### config.mk
export PLATFORM = sky130hd
export DESIGN_NAME = stream_demux
export DESIGN_NICKNAME = d
export VERILOG_FILES = /design/src/rtl/stream_demux_pkg.sv /design/src/rtl/demux_lane.sv /design/src/rtl/stream_demux.sv
export SDC_FILE = /design/constraint.sdc
export NUM_CORES = 1
export LEC_CHECK = 0
export CAP_MARGIN = 25
export CORE_MARGIN = 2
export CORE_UTILIZATION = 47
export CTS_CLUSTER_DIAMETER = 120
export DETAILED_ROUTE_END_ITERATION = 8
export PLACE_DENSITY = 0.85
export SLEW_MARGIN = 20
export SYNTH_ARGS = -nofsm -noshare
export SYNTH_HDL_FRONTEND = slang
export SYNTH_SLANG_ARGS = --single-unit
### constraint.sdc
create_clock -name clk -period 2.3 [get_ports clk]
set_input_delay 0.575 -clock clk [delete_from_list [all_inputs] [get_ports clk]]
set_output_delay 0.575 -clock clk [all_outputs]
set_load 0.03 [all_outputs]
### src/rtl/stream_demux_pkg.sv
// stream_demux_pkg
// Shared defaults and helpers for the stream demultiplexer.
//   DEF_DATA_W : default payload width in bits
//   DEF_N_OUT  : default number of output lanes
//   DEF_CNT_W  : default per-lane transfer counter width
//   sel_width  : lane-select width for a given lane count (never below 1)
package stream_demux_pkg;

    localparam int DEF_DATA_W = 8;
    localparam int DEF_N_OUT  = 2;
    localparam int DEF_CNT_W  = 8;

    function automatic int sel_width(input int n_out);
        return (n_out > 2) ? $clog2(n_out) : 1;
    endfunction

endpackage

### src/rtl/demux_lane.sv
// demux_lane
// One output lane of the demultiplexer: a single-entry holding register
// with its valid bit and a wrapping count of completed transfers.
// Ports:
//   clk, rst_n   : clock, asynchronous active-low reset
//   load         : a beat for this lane is accepted this cycle
//   load_data    : payload of the accepted beat
//   lane_ready   : downstream acceptance for this lane
//   lane_valid   : lane holds a beat
//   lane_data    : held payload
//   lane_cnt     : number of completed transfers (wraps)
module demux_lane
    import stream_demux_pkg::*;
#(
    parameter int DATA_W = DEF_DATA_W,
    parameter int CNT_W  = DEF_CNT_W
) (
    input  logic              clk,
    input  logic              rst_n,
    input  logic              load,
    input  logic [DATA_W-1:0] load_data,
    input  logic              lane_ready,
    output logic              lane_valid,
    output logic [DATA_W-1:0] lane_data,
    output logic [CNT_W-1:0]  lane_cnt
);

    logic xfer;

    assign xfer = lane_valid && lane_ready;

    // The top only asserts load when the lane is empty or draining this
    // cycle, so a load never overwrites an undelivered beat.
    always_ff @(posedge clk or negedge rst_n) begin
        if (!rst_n) begin
            lane_valid <= 1'b0;
            lane_data  <= '0;
            lane_cnt   <= '0;
        end else begin
            if (load) begin
                lane_valid <= 1'b1;
                lane_data  <= load_data;
            end else if (xfer) begin
                lane_valid <= 1'b0;
            end
            if (xfer) begin
                lane_cnt <= lane_cnt + 1'b1;
            end
        end
    end

endmodule

### src/rtl/stream_demux.sv
// stream_demux
// Routes a single valid/ready input stream to one of N_OUT output lanes
// chosen per beat by in_sel. Each lane buffers one beat and drains
// independently, so a stalled lane never blocks traffic to the others.
// Beats addressed to a non-existent lane are accepted, dropped, and
// latch the sticky err_sel flag.
// Ports:
//   clk, rst_n : clock, asynchronous active-low reset
//   in_valid   : input beat present
//   in_ready   : input beat accepted when high together with in_valid
//   in_data    : input payload
//   in_sel     : destination lane of the input beat
//   out_valid  : per-lane beat present
//   out_ready  : per-lane downstream acceptance
//   out_data   : per-lane payload, lane k at [k*DATA_W +: DATA_W]
//   out_cnt    : per-lane completed transfers, lane k at [k*CNT_W +: CNT_W]
//   err_sel    : sticky out-of-range select flag
module stream_demux
    import stream_demux_pkg::*;
#(
    parameter  int DATA_W = DEF_DATA_W,
    parameter  int N_OUT  = DEF_N_OUT,
    parameter  int CNT_W  = DEF_CNT_W,
    localparam int SEL_W  = sel_width(N_OUT)
) (
    input  logic                    clk,
    input  logic                    rst_n,
    input  logic                    in_valid,
    output logic                    in_ready,
    input  logic [DATA_W-1:0]       in_data,
    input  logic [SEL_W-1:0]        in_sel,
    output logic [N_OUT-1:0]        out_valid,
    input  logic [N_OUT-1:0]        out_ready,
    output logic [N_OUT*DATA_W-1:0] out_data,
    output logic [N_OUT*CNT_W-1:0]  out_cnt,
    output logic                    err_sel
);

    logic             sel_in_range;
    logic             sel_lane_free;
    logic             accept;
    logic [N_OUT-1:0] load;

    assign sel_in_range = ({1'b0, in_sel} < (SEL_W + 1)'(N_OUT));

    // Selected lane can take a beat if empty or draining this same cycle.
    // Walking the lanes avoids indexing out_valid with an out-of-range select.
    always_comb begin
        sel_lane_free = 1'b1;
        for (int k = 0; k < N_OUT; k++) begin
            if (in_sel == SEL_W'(k)) begin
                sel_lane_free = !out_valid[k] || out_ready[k];
            end
        end
    end

    assign in_ready = sel_in_range ? sel_lane_free : 1'b1;
    assign accept   = in_valid && in_ready;

    always_comb begin
        load = '0;
        for (int k = 0; k < N_OUT; k++) begin
            load[k] = accept && (in_sel == SEL_W'(k));
        end
    end

    always_ff @(posedge clk or negedge rst_n) begin
        if (!rst_n) begin
            err_sel <= 1'b0;
        end else if (accept && !sel_in_range) begin
            err_sel <= 1'b1;
        end
    end

    for (genvar g = 0; g < N_OUT; g++) begin : g_lane
        demux_lane #(
            .DATA_W (DATA_W),
            .CNT_W  (CNT_W)
        ) u_lane (
            .clk        (clk),
            .rst_n      (rst_n),
            .load       (load[g]),
            .load_data  (in_data),
            .lane_ready (out_ready[g]),
            .lane_valid (out_valid[g]),
            .lane_data  (out_data[g*DATA_W +: DATA_W]),
            .lane_cnt   (out_cnt[g*CNT_W +: CNT_W])
        );
    end

endmodule
==> impl_metrics.ini <==
[detailed_routing]
via_count = 946
drc = 1
drt_iter0_drc = 12
viasPerCell = 4.95
drt-pass1-iter-count = 8
wl_per_cell_um = 14.1
routed_wl_mm = 2.69
antenna_left = 0

[cts]
cts_buffer_depth = 2
cts_setup_buffers = 0
hold_buffers = 0
cts_tree = yes
cts.clk_slew.worst_paths_ps = 100
cts_num_sinks = 34
worstSkewPairLatency_ps = 330
htree_num_levels = 2
cts_buffers = 5
root_buffer = clkbuf_4

[floorplanning]
die_height_um = 58.8
fp.dieW_um = 58.8
coreArea_mm2 = 0.00281
initial_utilization_pct = 50.4
rows = 19
ioPinCount = 50
dieArea_mm2 = 0.00346

[logic_synthesis]
async_flop_share_pct = 100
synth_area_leaders = dfrtp_1 60%, mux2_2 15%, xnor2_1 6.8%
yosys_most_used_dff = dfrtp_1
synth_top_area_cell = dfrtp_1
yosysWarnings = 0
avgSynthCellArea_um2 = 13.7
synthCells = 103
yosysUniqueCellTypes = 21
synth_edf_count = 0
yosysSeqAreaShare_pct = 60.2
ys_seq_elements = 34
synth_common_cells = 34 x dfrtp_1, 19 x mux2_2, 11 x xnor2_1
synth_area_mm2 = 0.00141
synth_most_common_cell = dfrtp_1
yosys.area.top_type_share_pct = 60.2
synth.net_count = 119

[pwr]
clkPwrFrac_pct = 19.5
totalPowerFinal_uw = 2180
p_sw_share_pct = 37.1
p_leak_uw = 0.000874
pwr-share-seq_pct = 40.8
combinationalPowerShare_pct = 39.7
p_per_area_mw_per_mm2 = 1080
p_int_uw = 1370
p_sw_uw = 809
peakVddDrop_v = 0.000665

[job]
drv_cap = 0

[layout]
fin_cells = 191
multiInputGateArea_um2 = 523
regArea_um2 = 851
num_antenna_cells = 0
layout-drive-gt1-share_pct = 21.9
syn_to_final_growth_pct = 42.7
nFillCells = 206
num-nets-final = 175

[setup_path]
cp-end-kind = primary output
worstPathArrival_ps = 1610
crit_fanout = 2
crit_type = input port to primary output
worstPathRequired_ps = 1730
cp-start-kind = input port

[sta]
fin_crit_sh_pct = 94.8
hold_viol = 0
rsz0062_at_grt = no
timing.final.crit_period_ps = 2180
drv_slew = 0
holdWs_ps = 471
finalSetupViolCount = 0
fin_skew_ps = 5.30
clock.fmax_ghz = 0.459

[placed_design]
dpl.hpwl_mm = 2.03
post-place-cells = 183
io_buffer_count = 48
gp_congestion = 0.720

[grt]
antenna_found_initial = 0
grt_max_degree = 35
grt_first_pass_wirelength_mm = 4.54
grt_overflow = 0
track_usage_pct = 18.1
grt_pass1_vias = 1020

[status]
status = complete, but fails checks
violations = design-rule violations

[min_path]
hold_class = flop to flop
stage by stage:
stage                     cell area (um2)  TNS (ps)  worst slack, ps  utilization (%)
after floorplan                      1410         0              665                -
after global placement               1950      -279             -279             69.4
after detailed placement             1950      -306             -306             69.4
after CTS                            2020         0             1.25             72.2
after global routing                 2020         0             80.1             71.9
final                                2020         0              119             71.9
power by group through the flow:
stage	logic [uW]	clock network, uW	registers (uW)
6_report	865	425	888
5_1_grt	921	464	913
4_1_cts	878	440	890
3_5_place_dp	873	0	901
3_3_place_gp	857	0	890
2_1_floorplan	207	0	1170
cells in the final DEF, fill, tap and decap left out:
cell type and instances:
clkinv_2 2, buf_2 1, bufinv_16 1, mux2_2 19, nor2_1 2, ha_1 2, clkbuf_4 5, and3_1 2
xor2_1 3, nor3b_4 1, clkdlybuf4s50_1 47, and2_1 1, dfrtp_1 34, conb_1 1, nand2b_1 2, inv_1 2
nand3_1 1, and4_1 2, nor2b_1 1, nand2_1 7, or3b_1 1, buf_4 6, nand4_1 5, xnor2_1 11
o21ai_0 1
critical path, cell delays in order:
cell and delay, ps:
clkdlybuf4s50_1 420, nand2b_1 170, mux2_2 260, buf_2 170
final cells by class:
class	count	area share [%]
Inverter	2	0.372
Clock inverter	3	1.98
Timing Repair Buffer	54	25.8
Sequential cell	34	42.2
Tap cell	31	1.92
Clock buffer	5	1.86
Multi-Input combinational cell	62	25.9
worst paths after layout:
check	startpoint	to	cells after the start	slack [ps]
setup / recovery	out_ready[0]	in_ready	4	120
hold / removal	g_lane[1].u_lane.lane_cnt[7]$_DFFE_PN0P_	g_lane[1].u_lane.lane_cnt[7]$_DFFE_PN0P_	1	470
setup reg to reg	g_lane[0].u_lane.lane_valid$_DFFE_PN0P_	g_lane[0].u_lane.lane_data[7]$_DFFE_PN0P_	5	870
hold reg to reg	g_lane[1].u_lane.lane_cnt[7]$_DFFE_PN0P_	g_lane[1].u_lane.lane_cnt[7]$_DFFE_PN0P_	1	470
max in group asynchronous	rst_n	g_lane[1].u_lane.lane_cnt[1]$_DFFE_PN0P_	2	1360
min in group asynchronous	rst_n	g_lane[0].u_lane.lane_data[4]$_DFFE_PN0P_	2	650
sequential cells by signal, summed over array words and instances, names as in the netlist:
register / cells
g_lane.u_lane.lane_cnt: 16
g_lane.u_lane.lane_data: 16
g_lane.u_lane.lane_valid: 2
kinds of logic after synthesis:
family,after synthesis,share of synthesized area [%]
DFF,34,60.2
and+or+nand+nor,25,10.8
muxes,19,15.1
xor gates and xnor gates,14,8.67
buffers and inverters,7,2.83
adders and majority gates,2,1.77
other,1,0.265
AOI/OAI and AO/OA,1,0.354
routing by layer:
layer | global-route usage (%) | share of wire (%)
met2 | 29.8 | 51
met3 | 8.13 | 9.1
met5 | 0 | 0
met4 | 6.82 | 0
met1 | 20.6 | 40
repair_timing:
item / CTS / global route
setup endpoints to repair: 1 / 1
cloned: 0 / 0
gates resized for setup: 3 / 2
No activity file was read; power rests on OpenSTA's default activity.
==> RTL edit 1: new RTL, config.mk and constraints unchanged <==
`DEF_N_OUT`: 2 -> 1.
--- a/src/rtl/stream_demux_pkg.sv
+++ b/src/rtl/stream_demux_pkg.sv
@@ -8,5 +8,5 @@
 
     localparam int DEF_DATA_W = 8;
-    localparam int DEF_N_OUT  = 2;
+    localparam int DEF_N_OUT  = 1;
     localparam int DEF_CNT_W  = 8;
 
Ports: changed (resized out_cnt, out_data, out_ready and out_valid); port bits go from 50 to 32. The function was not compared with the original's and may differ.
==> RTL edit 1 against the unedited design <==
- final area shrank 43%
- global-route usage shrank 2.2 points
- sequential power shrank 49%
- non-clock buffer count shrank 20
- first-iteration DRC count shrank 92%
- routed wire length shrank 49%
- synthesized area shrank 46%
- sequential cell count shrank 16
- worst setup slack lost 0.056 ns
- total power shrank 49%
- clock power shrank 54%
- critical path depth shrank 1
- combinational power shrank 47%
- clock skew shrank 0.0040 ns
- critical path type unchanged
- critical endpoint unchanged
- largest power group unchanged
==> RTL edit 1: results (changes against the unedited design) <==
stage,metric,value,unit,change
outcome,status,"complete, no violations",,
layout,layout_cell_share_with_drive_strength_beyond_1,0.247,,+0.0286
global_route,gr-usage-met2,0.253,,-0.0455
min_path,worstHoldStart,err_sel,,
yosys,syn-mean-instance-area,13.9,um2,+1.3%
clocking,clk-insertion-delay-late,0.29,ns,-0.04 ns
global_route,grt_use_met3,0.0367,,-0.0446
detailed_routing,wl_met1,618,um,-42%
layout,number_of_fill_cells_in_the_layout,103,,-50%
yosys,synthXorXnorAreaFrac,0.0802,,-0.00653
placed_design,post_place_instance_area,1120,um2,-43%
clocking,cts-buffers-inserted,3,,-2
yosys,post_synth_most_frequent_cells,"sky130_fd_sc_hd__dfrtp_1, sky130_fd_sc_hd__mux2_2, sky130_fd_sc_hd__xor2_1, sky130_fd_sc_hd__nand2_1, sky130_fd_sc_hd__nand3_1",,
critical_path,rrSetupSlack,0.99,ns,+0.12 ns
clocking,cts.path.max_buffers,2,,unchanged
detailed_routing,met2RoutedLength,680,um,-51%
yosys,synth_top_cells_by_area,"sky130_fd_sc_hd__dfrtp_1, sky130_fd_sc_hd__mux2_2, sky130_fd_sc_hd__xor2_1, sky130_fd_sc_hd__nor4_4, sky130_fd_sc_hd__nor3_2",,
yosys,combinational_family_with_the_most_area_after_synthesis,simple AND/OR/NAND/NOR gates,,
detailed_routing,drtPass1Iterations,2,,-6
placed_design,port_buffers,31,,-35%
detailed_routing,first_iter_violations,1,,-11
sta,final.setup_skew,0.00127,ns,-0.00403 ns
pwr,p_clk,0.197,mW,-54%
min_path,min_to,err_sel,,
yosys,synth_compound_gate_area_share,0.0376,,+0.0341
pwr,worst_ir_drop_vdd,0.000733,V,+10%
yosys,synth_sequential_area_ratio,0.589,,-0.0126
placed_design,finalWeightedCongestion,0.703,,-2.4%
placed_design,dp.final_hpwl,1070,um,-47%
clocking,cts_htree_levels,1,,-1
critical_path,worst_stage_delay_on_the_critical_path,0.42,ns,about the same
pwr,cellInternalPower,0.691,mW,-50%
global_route,number_of_global_route_vias_before_repair,542,,-47%
critical_path,setup.worst_path.start,out_ready,,
yosys,yosysUniqueCellTypes,18,,-14%
detailed_routing,dr_wl_met3,66,um,-73%
global_route,grt.total_usage,0.159,,-0.0223
layout,biggestRegsByFlops,"g_lane.u_lane.lane_cnt: 8 flops, g_lane.u_lane.lane_data: 8 flops",,
yosys,synthMuxAreaShare,0.133,,-0.0188
yosys,synth.net_count,69,,-42%
critical_path,end_of_the_worst_register_to_register_path,g_lane[0].u_lane.lane_data[0],,
detailed_routing,maxUsedRoutingLayer,met4,,
detailed_routing,detailroute.via_count,553,,-42%
global_route,grt_start_max_net_pins,19,,-46%
global_route,grt_pass1_wl,2310,um,-49%
detailed_routing,avgViaCountPerCell,5.07,,+2.4%
layout,finalNetCount,108,,-38%
yosys,synth_adder_area_share,0.0164,,-0.00133
pwr,comb_cell_power,0.455,mW,-47%
placed_design,preCtsSetupSlack,-0.253,ns,+0.0531 ns
sta,fmax,447,MHz,-2.5%
min_path,holdPathStages,1,,unchanged
RTL edit 1: logic make-up after synthesis:
group,count (synthesis)
flip-flops,18
AND/OR/NAND/NOR,15
multiplexers,9
XOR/XNOR,7
AO/OA/AOI/OAI,3
buffers and inverters,2
adder cells (fa/ha/maj),1
RTL edit 1: layout make-up:
class	count	area, um2	area share
clock buffers	4	36.3	0.0314
inverters	2	7.51	0.00650
multi-input cells	35	307	0.265
flip-flops and latches	18	450	0.390
well taps	16	20.0	0.0173
repair buffers	34	334	0.289
RTL edit 1: per-stage QoR:
step,power (mW),utilization,hold WS (ns)
after detailed placement,0.922,0.733,0.457
after global placement,0.916,0.733,0.445
after global routing,1.16,0.758,0.516
after CTS,1.12,0.758,0.481
final,1.11,0.758,0.477
after floorplan,0.717,-,0.279
RTL edit 1: what timing repair did:
action                                  in CTS  in global routing
hold buffers                                 0                  0
endpoints found under the setup margin       1                  0
gates resized for setup                      3                  0
buffers inserted                             0                  0
==> RTL edit 2: new RTL, config.mk and constraints unchanged <==
Made on the original files. Register the output `out_cnt`, with the module's reset; this adds one clock of latency there. The other outputs are not delayed to match.
--- a/src/rtl/stream_demux.sv
+++ b/src/rtl/stream_demux.sv
@@ -36,4 +36,6 @@
     output logic                    err_sel
 );
+
+    logic [N_OUT*CNT_W-1:0] out_cnt_d;
 
     logic             sel_in_range;
@@ -85,7 +87,15 @@
             .lane_valid (out_valid[g]),
             .lane_data  (out_data[g*DATA_W +: DATA_W]),
-            .lane_cnt   (out_cnt[g*CNT_W +: CNT_W])
+            .lane_cnt   (out_cnt_d[g*CNT_W +: CNT_W])
         );
     end
 
+    always_ff @(posedge clk or negedge rst_n) begin
+        if (!rst_n) begin
+            out_cnt <= '0;
+        end else begin
+            out_cnt <= out_cnt_d;
+        end
+    end
+
 endmodule
Check against the original RTL: not equivalent (a bounded check fails within 4 cycles, from zero or initial values and one cycle with rst_n low).
==> RTL edit 2 against the unedited design <==
- largest cell class unchanged
- critical path type unchanged
- non-clock buffer count fell by 3
- final area rose by 23%
- synthesized area rose by 31%
- worst setup slack worse by 0.056 ns
- global-route usage shrank 2.0 points
- clock power grew 39%
- routed wire length rose by 16%
- total power is 25% higher
- largest power group unchanged
- sequential cell count increased by 16
==> RTL edit 2: results (changes against the unedited design) <==
stage,metric,value,unit,change
pwr,worst_ir_drop_vdd,0.000630,V,-5.3%
outcome,status,"complete, no violations",,
critical_path,worstPathMaxFanout,3,,+1
layout,number_of_fill_cells_in_the_layout,276,,+34%
layout,layout_cell_share_with_drive_strength_beyond_1,0.202,,-0.0164
detailed_routing,dr_wl_met3,271,um,+10%
detailed_routing,first_iter_violations,49,,+37
detailed_routing,drtPass1Iterations,4,,-4
yosys,syn-mean-instance-area,15.5,um2,+13%
global_route,number_of_global_route_vias_before_repair,1092,,+7.1%
yosys,post_synth_most_frequent_cells,"sky130_fd_sc_hd__dfrtp_1, sky130_fd_sc_hd__mux2_2, sky130_fd_sc_hd__nand2_1, sky130_fd_sc_hd__mux2_4",,
detailed_routing,avgViaCountPerCell,4.86,,-1.9%
yosys,synth_top_cells_by_area,"sky130_fd_sc_hd__dfrtp_1, sky130_fd_sc_hd__mux2_2, sky130_fd_sc_hd__mux2_4, sky130_fd_sc_hd__xnor2_1, sky130_fd_sc_hd__xor2_1",,
layout,biggestRegsByFlops,"g_lane.u_lane.lane_cnt: 16 flops, g_lane.u_lane.lane_data: 16 flops, out_cnt: 16 flops",,
clocking,root_cell_of_the_clock_tree,sky130_fd_sc_hd__clkbuf_8,,
clocking,clk-insertion-delay-late,0.30,ns,-0.03 ns
detailed_routing,wl_met1,1320,um,+23%
critical_path,rrSetupSlack,0.93,ns,+0.06 ns
layout,finalNetCount,188,,+7.4%
detailed_routing,maxUsedRoutingLayer,met4,,
critical_path,timing.critical_path.arrival,1.66,ns,+0.05 ns
placed_design,placed_cells,213,,+16%
yosys,synthMuxAreaShare,0.132,,-0.0194
global_route,grt_start_max_net_pins,51,,+46%
global_route,antenna_found_initial,0,,unchanged
min_path,hold_path_class,input pin to async pin,,
global_route,grt_remaining_overflow,0,,unchanged
yosys,synth_compound_gate_area_share,0,,-0.00354
layout,fin_cells,221,,+16%
sta,final.setup_skew,0.00286,ns,-0.00244 ns
yosys,synth.net_count,135,,+13%
global_route,grt_pass1_wl,5100,um,+12%
yosys,yosysUniqueCellTypes,23,,+9.5%
yosys,synth_sequential_area_ratio,0.677,,+0.0748
global_route,grt.total_usage,0.161,,-0.0202
detailed_routing,wl_per_cell,14.2,um,+0.54%
clocking,clk_pin_slew_worst_paths,0.08,ns,-0.02 ns
pwr,leakage,1.13,nW,+29%
yosys,synth_adder_area_share,0.0135,,-0.00417
yosys,synthXorXnorAreaFrac,0.0663,,-0.0204
layout,diodes,0,,unchanged
placed_design,dp.final_hpwl,2260,um,+11%
detailed_routing,met2RoutedLength,1480,um,+7.2%
placed_design,finalWeightedCongestion,0.810,,+12%
RTL edit 2: changes by cell type after synthesis, sizes merged:
cell and change:
or3b -1, nand3 +1, and4 -1, xor2 +4, nor4 +1, nand2 +3
dfrtp +16, xnor2 -4, nand4 -2, inv -2, nand3b +1, o21ai -1
nor3 +2, nor3b -1
RTL edit 2: report_power, final:
| group | switching, mW | internal, mW | total, mW |
|---|---|---|---|
| Clock | 0.267 | 0.324 | 0.591 |
| Sequential | 0.161 | 1.10 | 1.26 |
| Combinational | 0.462 | 0.399 | 0.861 |
| Total | 0.890 | 1.83 | 2.72 |
RTL edit 2: metal layers:
| layer | up-vias | global-route usage |
|---|---|---|
| met5 | - | 0 |
| met4 | 0 | 0.0765 |
| met3 | 6 | 0.0676 |
| met2 | 45 | 0.246 |
| met1 | 524 | 0.196 |
| li1 | 499 | - |
RTL edit 2: cell families after synthesis:
kind of cell	Yosys count
DFF	50
and+or+nand+nor	28
muxes	19
xor gates and xnor gates	14
buffers and inverters	5
adders and majority gates	2
other	1
RTL edit 2: final timing paths:
kind                                               from                            end  depth (start not counted)
hold reg to reg            g_lane[0].u_lane.lane_cnt[7]                     out_cnt[7]                          0
max in group asynchronous                         rst_n                     out_cnt[0]                          2
min in group clk           g_lane[0].u_lane.lane_cnt[7]                     out_cnt[7]                          0
setup / recovery                           out_ready[1]                       in_ready                          4
setup reg to reg            g_lane[1].u_lane.lane_valid  g_lane[1].u_lane.lane_data[2]                          3
hold / removal                                    rst_n                     out_cnt[4]                          2
RTL edit 2: per-stage QoR:
step / util / setup slack (ns) / instance area, um2 / hold WS [ns]
final: 0.666 / 0.0633 / 2470 / 0.363
after CTS: 0.666 / 0.0606 / 2470 / 0.375
after global routing: 0.666 / 0.0351 / 2470 / 0.403
after floorplan: - / 0.645 / 1850 / 0.279
after detailed placement: 0.637 / -0.357 / 2370 / 0.391
after global placement: 0.637 / -0.361 / 2370 / 0.385
RTL edit 2: final cells by class:
type | instances | area, um2 | area share
clock buffer | 6 | 72.6 | 0.0293
clock inverter | 2 | 37.5 | 0.0152
multi-input combinational | 64 | 559 | 0.226
sequential | 50 | 1250 | 0.506
tap | 48 | 60.1 | 0.0243
timing repair buffer | 51 | 493 | 0.199
RTL edit 2: critical path: stages:
cell and delay, ns:
sky130_fd_sc_hd__clkdlybuf4s50_1 0.44, sky130_fd_sc_hd__nand2b_1 0.19, sky130_fd_sc_hd__mux2_2 0.27, sky130_fd_sc_hd__buf_2 0.18
RTL edit 2: what timing repair did:
action / in CTS / in global routing
setup buffers: 0 / 0
setup endpoints to repair: 1 / 0
hold endpoints to repair: 0 / 0
gates resized for setup: 5 / 0
